--- src/rtl/fpu_op_sequencer.sv ---
// fpu_op_sequencer: launches one FP16 add/subtract on an external core and
// returns its result. If the core stays silent for too long, the operation is
// aborted and a quiet-NaN timeout response is returned instead.
//
// Handshake rules, identical on both sides:
//   - A transfer happens on a rising clk edge where valid & ready are both 1.
//   - Request side: req_ready is high only in IDLE.
//   - Response side: rsp_valid is high only in RESP. While rsp_valid is high
//     and rsp_ready is low, the response fields are held stable.
//   - After a response transfer the sequencer returns to IDLE. It never
//     accepts a request in the same cycle as a response transfer.
module fpu_op_sequencer #(
    parameter int TIMEOUT_CYCLES = 64
) (
    input  logic        clk,
    input  logic        reset,
    input  logic        req_valid,
    output logic        req_ready,
    input  logic [15:0] req_x,
    input  logic [15:0] req_y,
    input  logic        req_sub,
    output logic        rsp_valid,
    input  logic        rsp_ready,
    output logic [15:0] rsp_result,
    output logic [1:0]  rsp_ofuf,
    output logic        rsp_timeout,
    output logic [15:0] core_x,
    output logic [15:0] core_y,
    output logic        core_addsub,
    output logic        core_reset,
    input  logic        core_done,
    input  logic [15:0] core_result,
    input  logic [1:0]  core_ofuf,
    output logic [15:0] ops_count,
    output logic [7:0]  timeout_count,
    output logic [1:0]  dbg_state
);

    localparam int CW = (TIMEOUT_CYCLES > 1) ? $clog2(TIMEOUT_CYCLES) : 1;
    localparam logic [CW-1:0] WAIT_LAST = CW'(TIMEOUT_CYCLES - 1);
    localparam logic [15:0]   QNAN      = 16'h7E00;

    typedef enum logic [1:0] {
        S_IDLE = 2'd0,
        S_LOAD = 2'd1,
        S_WAIT = 2'd2,
        S_RESP = 2'd3
    } state_t;

    state_t        state_q, state_d;
    logic [CW-1:0] wait_cnt_q, wait_cnt_d;
    logic [15:0]   x_q, x_d;
    logic [15:0]   y_q, y_d;
    logic          sub_q, sub_d;
    logic [15:0]   result_q, result_d;
    logic [1:0]    ofuf_q, ofuf_d;
    logic          tmo_q, tmo_d;
    logic [15:0]   ops_q, ops_d;
    logic [7:0]    tmo_cnt_q, tmo_cnt_d;

    // State register and datapath registers. Reset discards any operation in flight.
    always_ff @(posedge clk or posedge reset) begin
        if (reset) begin
            state_q    <= S_IDLE;
            wait_cnt_q <= '0;
            x_q        <= '0;
            y_q        <= '0;
            sub_q      <= 1'b0;
            result_q   <= '0;
            ofuf_q     <= '0;
            tmo_q      <= 1'b0;
            ops_q      <= '0;
            tmo_cnt_q  <= '0;
        end else begin
            state_q    <= state_d;
            wait_cnt_q <= wait_cnt_d;
            x_q        <= x_d;
            y_q        <= y_d;
            sub_q      <= sub_d;
            result_q   <= result_d;
            ofuf_q     <= ofuf_d;
            tmo_q      <= tmo_d;
            ops_q      <= ops_d;
            tmo_cnt_q  <= tmo_cnt_d;
        end
    end

    // Next-state logic: accept, one load cycle, bounded wait, then hold the response.
    always_comb begin
        state_d    = state_q;
        wait_cnt_d = wait_cnt_q;
        x_d        = x_q;
        y_d        = y_q;
        sub_d      = sub_q;
        result_d   = result_q;
        ofuf_d     = ofuf_q;
        tmo_d      = tmo_q;
        ops_d      = ops_q;
        tmo_cnt_d  = tmo_cnt_q;

        case (state_q)
            S_IDLE: begin
                if (req_valid) begin
                    x_d     = req_x;
                    y_d     = req_y;
                    sub_d   = req_sub;
                    state_d = S_LOAD;
                end
            end
            S_LOAD: begin
                // The core is still held in reset here, so core_done means nothing yet.
                wait_cnt_d = '0;
                state_d    = S_WAIT;
            end
            S_WAIT: begin
                wait_cnt_d = wait_cnt_q + CW'(1);
                // A completion in the last allowed cycle still counts as a completion.
                if (core_done) begin
                    result_d = core_result;
                    ofuf_d   = core_ofuf;
                    tmo_d    = 1'b0;
                    state_d  = S_RESP;
                end else if (wait_cnt_q == WAIT_LAST) begin
                    result_d = QNAN;
                    ofuf_d   = 2'b00;
                    tmo_d    = 1'b1;
                    state_d  = S_RESP;
                end
            end
            S_RESP: begin
                if (rsp_ready) begin
                    ops_d = ops_q + 16'd1;
                    if (tmo_q && (tmo_cnt_q != 8'hFF)) begin
                        tmo_cnt_d = tmo_cnt_q + 8'd1;
                    end
                    state_d = S_IDLE;
                end
            end
            default: state_d = S_IDLE;
        endcase
    end

    assign req_ready     = (state_q == S_IDLE);
    assign rsp_valid     = (state_q == S_RESP);
    assign core_reset    = (state_q == S_IDLE) || (state_q == S_LOAD);
    assign core_x        = x_q;
    assign core_y        = y_q;
    assign core_addsub   = sub_q;
    assign rsp_result    = result_q;
    assign rsp_ofuf      = ofuf_q;
    assign rsp_timeout   = tmo_q;
    assign ops_count     = ops_q;
    assign timeout_count = tmo_cnt_q;
    assign dbg_state     = state_q;

endmodule

--- config.mk ---
export PLATFORM = sky130hd
export DESIGN_NAME = fpu_op_sequencer
export DESIGN_NICKNAME = d
export VERILOG_FILES = /design/src/rtl/fpu_op_sequencer.sv
export SDC_FILE = /design/constraint.sdc
export NUM_CORES = 1
export LEC_CHECK = 0
export CORE_ASPECT_RATIO = 0.9
export CORE_MARGIN = 3
export CORE_UTILIZATION = 47
export DETAILED_ROUTE_END_ITERATION = 10
export PLACE_DENSITY_LB_ADDON = 0.2
export SLEW_MARGIN = 20
export SYNTH_ARGS = -nofsm -noshare
export SYNTH_HDL_FRONTEND = slang
export SYNTH_SLANG_ARGS = --single-unit
--- constraint.sdc ---
create_clock -name clk -period 6.5 [get_ports clk]
set_clock_uncertainty 0.05 [all_clocks]
set_input_delay 0.975 -clock clk [delete_from_list [all_inputs] [get_ports clk]]
set_output_delay 0.975 -clock clk [all_outputs]
set_load 0.05 [all_outputs]
Yosys cells after proc, flatten, opt, wreduce, memory -nomap -nowiden:

Index checks and enable logic that the tools add are counted.

* $add $sub $neg: 3
* equal/unequal tests: 8
* multiplexer cells: 12
* reduce and logical (&&, ||, !) cells: 10

Operators with widths (count)
* 16-bit two-way mux: 2
* 16-bit by 1-bit adder with 16-bit output (second input constant): 1
* 2-bit two-way mux: 6
* 6-bit one-hot mux with 2 select lines: 1
* 8-bit by 1-bit adder with 8-bit output (second input constant): 1
* 8-bit != test (second input constant): 1
* 2-bit one-hot mux with 4 select lines: 1
* 6-bit by 1-bit adder with 6-bit output (second input constant): 1
* 6-bit equality test (second input constant): 1
* 2-bit AND reduction: 3
* 3-bit AND reduction: 2
* 2-bit equality test (second input constant): 2
* 2-bit nonzero test: 2
* 3-bit != test (second input constant): 1
* 2-bit by 1-bit equality test with 1-bit output (second input constant): 1
* 2-bit logical NOT: 1
* 1-bit two-way mux: 2
* 2-bit by 1-bit != test with 1-bit output (second input constant): 1
* 2-bit != test (second input constant): 1
* 1-bit logical AND: 1
* 1-bit logical OR: 1

* register bits: 84
* logic and storage cells: 43

Longest topological paths before layout:

* depth after elaboration: 4
* mapped depth: 7
* gate-level depth less buffers: 6

Worst setup path after synthesis:

No wires, ideal clock.

* kind: register to output
* start point: register state_q[0], in the netlist dbg_state[0]
* end point: output core_reset
* arrival time: 1.747 ns
* required time: 5.475 ns
* path slack: 3.728 ns
* cell stages (with the launch flop): 4
* path buffers: 0
* path through: dfrtp_1 inv_1 ha_1 or2_2

* word-level cells in the longest chain between the ends: 2

RTL lines
* start, declared: RTL line 50 `state_t state_q, state_d;`
* start signal, assigned: RTL line 75 `state_q <= state_d;`
* 2-bit logical NOT
* via req_ready: RTL line 18 `output logic req_ready,`
* 1-bit logical OR: RTL line 145 `assign core_reset = (state_q == S_IDLE) || (state_q == S_LOAD);`
* end, declared: RTL line 30 `output logic core_reset,`

The timed path passes the listed nets, and every way through them passes these cells.

Worst setup path after layout:

* start point: register state_q[0], in the netlist dbg_state[0]
* end point: output core_reset

* word-level cells in the longest chain between the ends: 2

RTL lines (RTL line)
* 2-bit by 1-bit equality test with 1-bit output or 2-bit logical NOT (tied branches): 145
* 1-bit logical OR *: 145

Mark *: on every way between the ends. The rest lies on a longest branch, timed or not.

==> results.toml <==
[floorplanning]
die_h_um = 87.23
die-area_mm2 = 0.008396
fp.dieW_um = 96.26
ios = 137
rows = 28
initial_core_util_pct = 50.44
core_mm2 = 0.006832

[status]
status = "complete, no violations"

[pwr]
p_per_area_mw_per_mm2 = 552.7
vdd_drop_max_mv = 0.4132
p_leak_uw = 0.002213
power_uw = 2838

[synth]
synth_top_area_cell = "dfrtp_1"
netlist_instances = 259
syn_nets = 323
yosysTopAreaCellShare_pct = 61.00
ys_seq_area_share_pct = 61.00
yosys.cell_count.top_type = "dfrtp_1"
synth-main-ff-cell = "dfrtp_1"
synth-edff-count = 0
yosys_warnings = 0
yosysUniqueCellTypes = 33
ys_seq_elements = 84
synth_common_cells = "84 x dfrtp_1, 37 x mux2_2, 13 x nand2_1"
async_flop_share_pct = 100.0
synth_area_leaders = "dfrtp_1 61%, mux2_2 12%, a22o_1 3.1%"
syn_area_mm2 = 0.003446
syn_area_per_cell_um2 = 13.30

[clocking]
clock-sinks = 84
ctsHoldBuffers = 0
cts_tree = "done"
cts-root-buf = "clkbuf_8"
clk_path_buf_depth = 2
clk_pin_slew_ps = 90
clkLatencyLatePin_ps = 350
cts_buffers = 9
cts_resized = 0
cts_htree_levels = 3
cts_setup_buffers = 0

[detailed_routing]
drt_pre_antenna_iters = 4
dr_total_vias = 2561
drt-initial-drc-count = 93
post-route-drc-count = 0
vias_per_cell = 5.184
detail_route.wl_per_cell_um = 16.29
wl_um = 8045
antenna_left = 0

[sta]
worst_pin_slew_ps = 590.6
clock.fmax_mhz = 316.9
slew_viol_final = 0
relSlewSlack_pct = 60.48
setup_tns_ps = 0
finalSetupViolations = 0
grt_setup_unrepaired = "false"
finalCriticalPeriod_ps = 3156
timing.final.crit_share_pct = 48.55
finalHoldViolCount = 0

[flow_run]
max-cap-violations = 0

[worst_setup_path]
ff2ff_setup_slack_ps = 4570
r2r_end = "ops_count[13]"
cp.arrival_ps = 2130
r2r_cells = 5
start_kind = "flop"
crit_slowest_cell = "clkdlybuf4s50_1"
critical_path_required_ps = 5470
cp_cell_sequence = "inv_1 > ha_1 > or2_2 > clkdlybuf4s50_1"
setup.worst_path.end_class = "output port"
r2r-start = "dbg_state[0]"
path_class = "flop to output port"
slowest_delay_ps = 700
worstPathMaxFanout = 5

[global_routing]
grt_pass1_vias = 2649
grt_usage_pct = 19.77
antenna_found_initial = 0
grt_pass1_wl_um = 12570
grt_max_degree = 85
overflow = 0

[finish]
antenna_cells = 0
finalNonFillerCells = 494
nNetsFinal = 464
fill_cells = 484
final_layout_size_suffix_gt1_share_pct = 14.36
syn2layout_area_growth_pct = 48.98

[placement]
place_hpwl_um = 5892
dp.cells = 478
port-buffer-count = 136
globalplace.congestion = 0.7948

[worst_hold_path]
min_path_type = "flop to flop"
hold_depth = 1
min-delay-start = "ops_count[15]"
holdPathEnd = "ops_count[15]"
cell families after synthesis:
family	after synthesis	share of synthesized area, %
flops	84	61.00
buf+inv	19	2.142
mux	39	12.67
compound gates	35	7.771
simple gates	55	8.678
fa+ha+maj	8	2.905
xor+xnor	19	4.829
cell type report:
class                           instances  area (µm²)  share of cell area (%)
Timing Repair Buffer                  139        1404                   27.35
Clock buffer                           11       131.4                   2.559
Inverter                               10       38.79                  0.7555
Sequential cell                        84        2102                   40.95
Multi-Input combinational cell        156        1270                   24.74
Clock inverter                          4       75.07                   1.462
Tap cell                               90       112.6                   2.194
stage by stage:
step                instance area, µm²  hold slack (ps)  setup WS (ps)  util [%]
global placement                  4900            413.3           3768     71.72
CTS                               5106            431.8           3317     74.74
detailed placement                4900            421.8           3725     71.72
global route                      5134            460.0           3217     75.15
finish                            5134            420.7           3344     75.15
floorplan                         3446            420.5           3310         -
cells in the final DEF, fill, tap and decap left out, types with 5 or more instances in the layout:
| cell | Yosys | routed |
|---|---|---|
| nand4_1 | 9 | 9 |
| nor2_1 | 9 | 9 |
| o22a_1 | 6 | 6 |
| nand2_1 | 13 | 13 |
| mux2_2 | 37 | 37 |
| clkdlybuf4s50_1 | 0 | 136 |
| a22o_1 | 12 | 12 |
| xnor2_1 | 12 | 12 |
| and3_1 | 5 | 5 |
| dfrtp_1 | 84 | 84 |
| ha_1 | 8 | 8 |
| inv_1 | 10 | 9 |
| clkbuf_8 | 0 | 9 |
| xor2_1 | 7 | 7 |
| nand3_1 | 7 | 7 |
metal layers:
metal | track usage [%] | routed length, µm | up-vias
met3 | 9.075 | 764 | 7
met1 | 22.05 | 3090 | 1264
met4 | 4.651 | 70 | 0
met2 | 34.29 | 4120 | 91
met5 | 0 | 0 | -
li1 | - | - | 1199
sequential cells by signal (all words and copies together) (netlist names):
register	count
rsp_result	16
wait_cnt_q	6
core_addsub	1
rsp_timeout	1
core_x	16
dbg_state	2
ops_count	16
core_y	16
timeout_count	8
rsp_ofuf	2
report_power, final:
part	total [µW]	internal, µW	switching (µW)
Clock	389	215	174
Combinational	1600	585	1010
Sequential	850	723	128
critical path: cells and delay by family (launching register included):
| family | cells | cell delay, ps |
|---|---|---|
| buffers and inverters | 2 | 800 |
| and+or+nand+nor | 1 | 300 |
| DFF | 1 | 430 |
| adders and majority gates | 1 | 240 |
worst max-delay path by stage:
stage / slack (ps) / endpoint / start / cells after the start
after global placement: 3770 / core_reset / dbg_state[0] / 4
after CTS: 3320 / core_reset / dbg_state[0] / 4
final: 3340 / core_reset / dbg_state[0] / 4
after global routing: 3220 / core_reset / dbg_state[0] / 4
after detailed placement: 3730 / core_reset / dbg_state[0] / 4
after floorplan: 3310 / core_addsub / reset / 1
No activity file was read; power rests on OpenSTA's default activity.
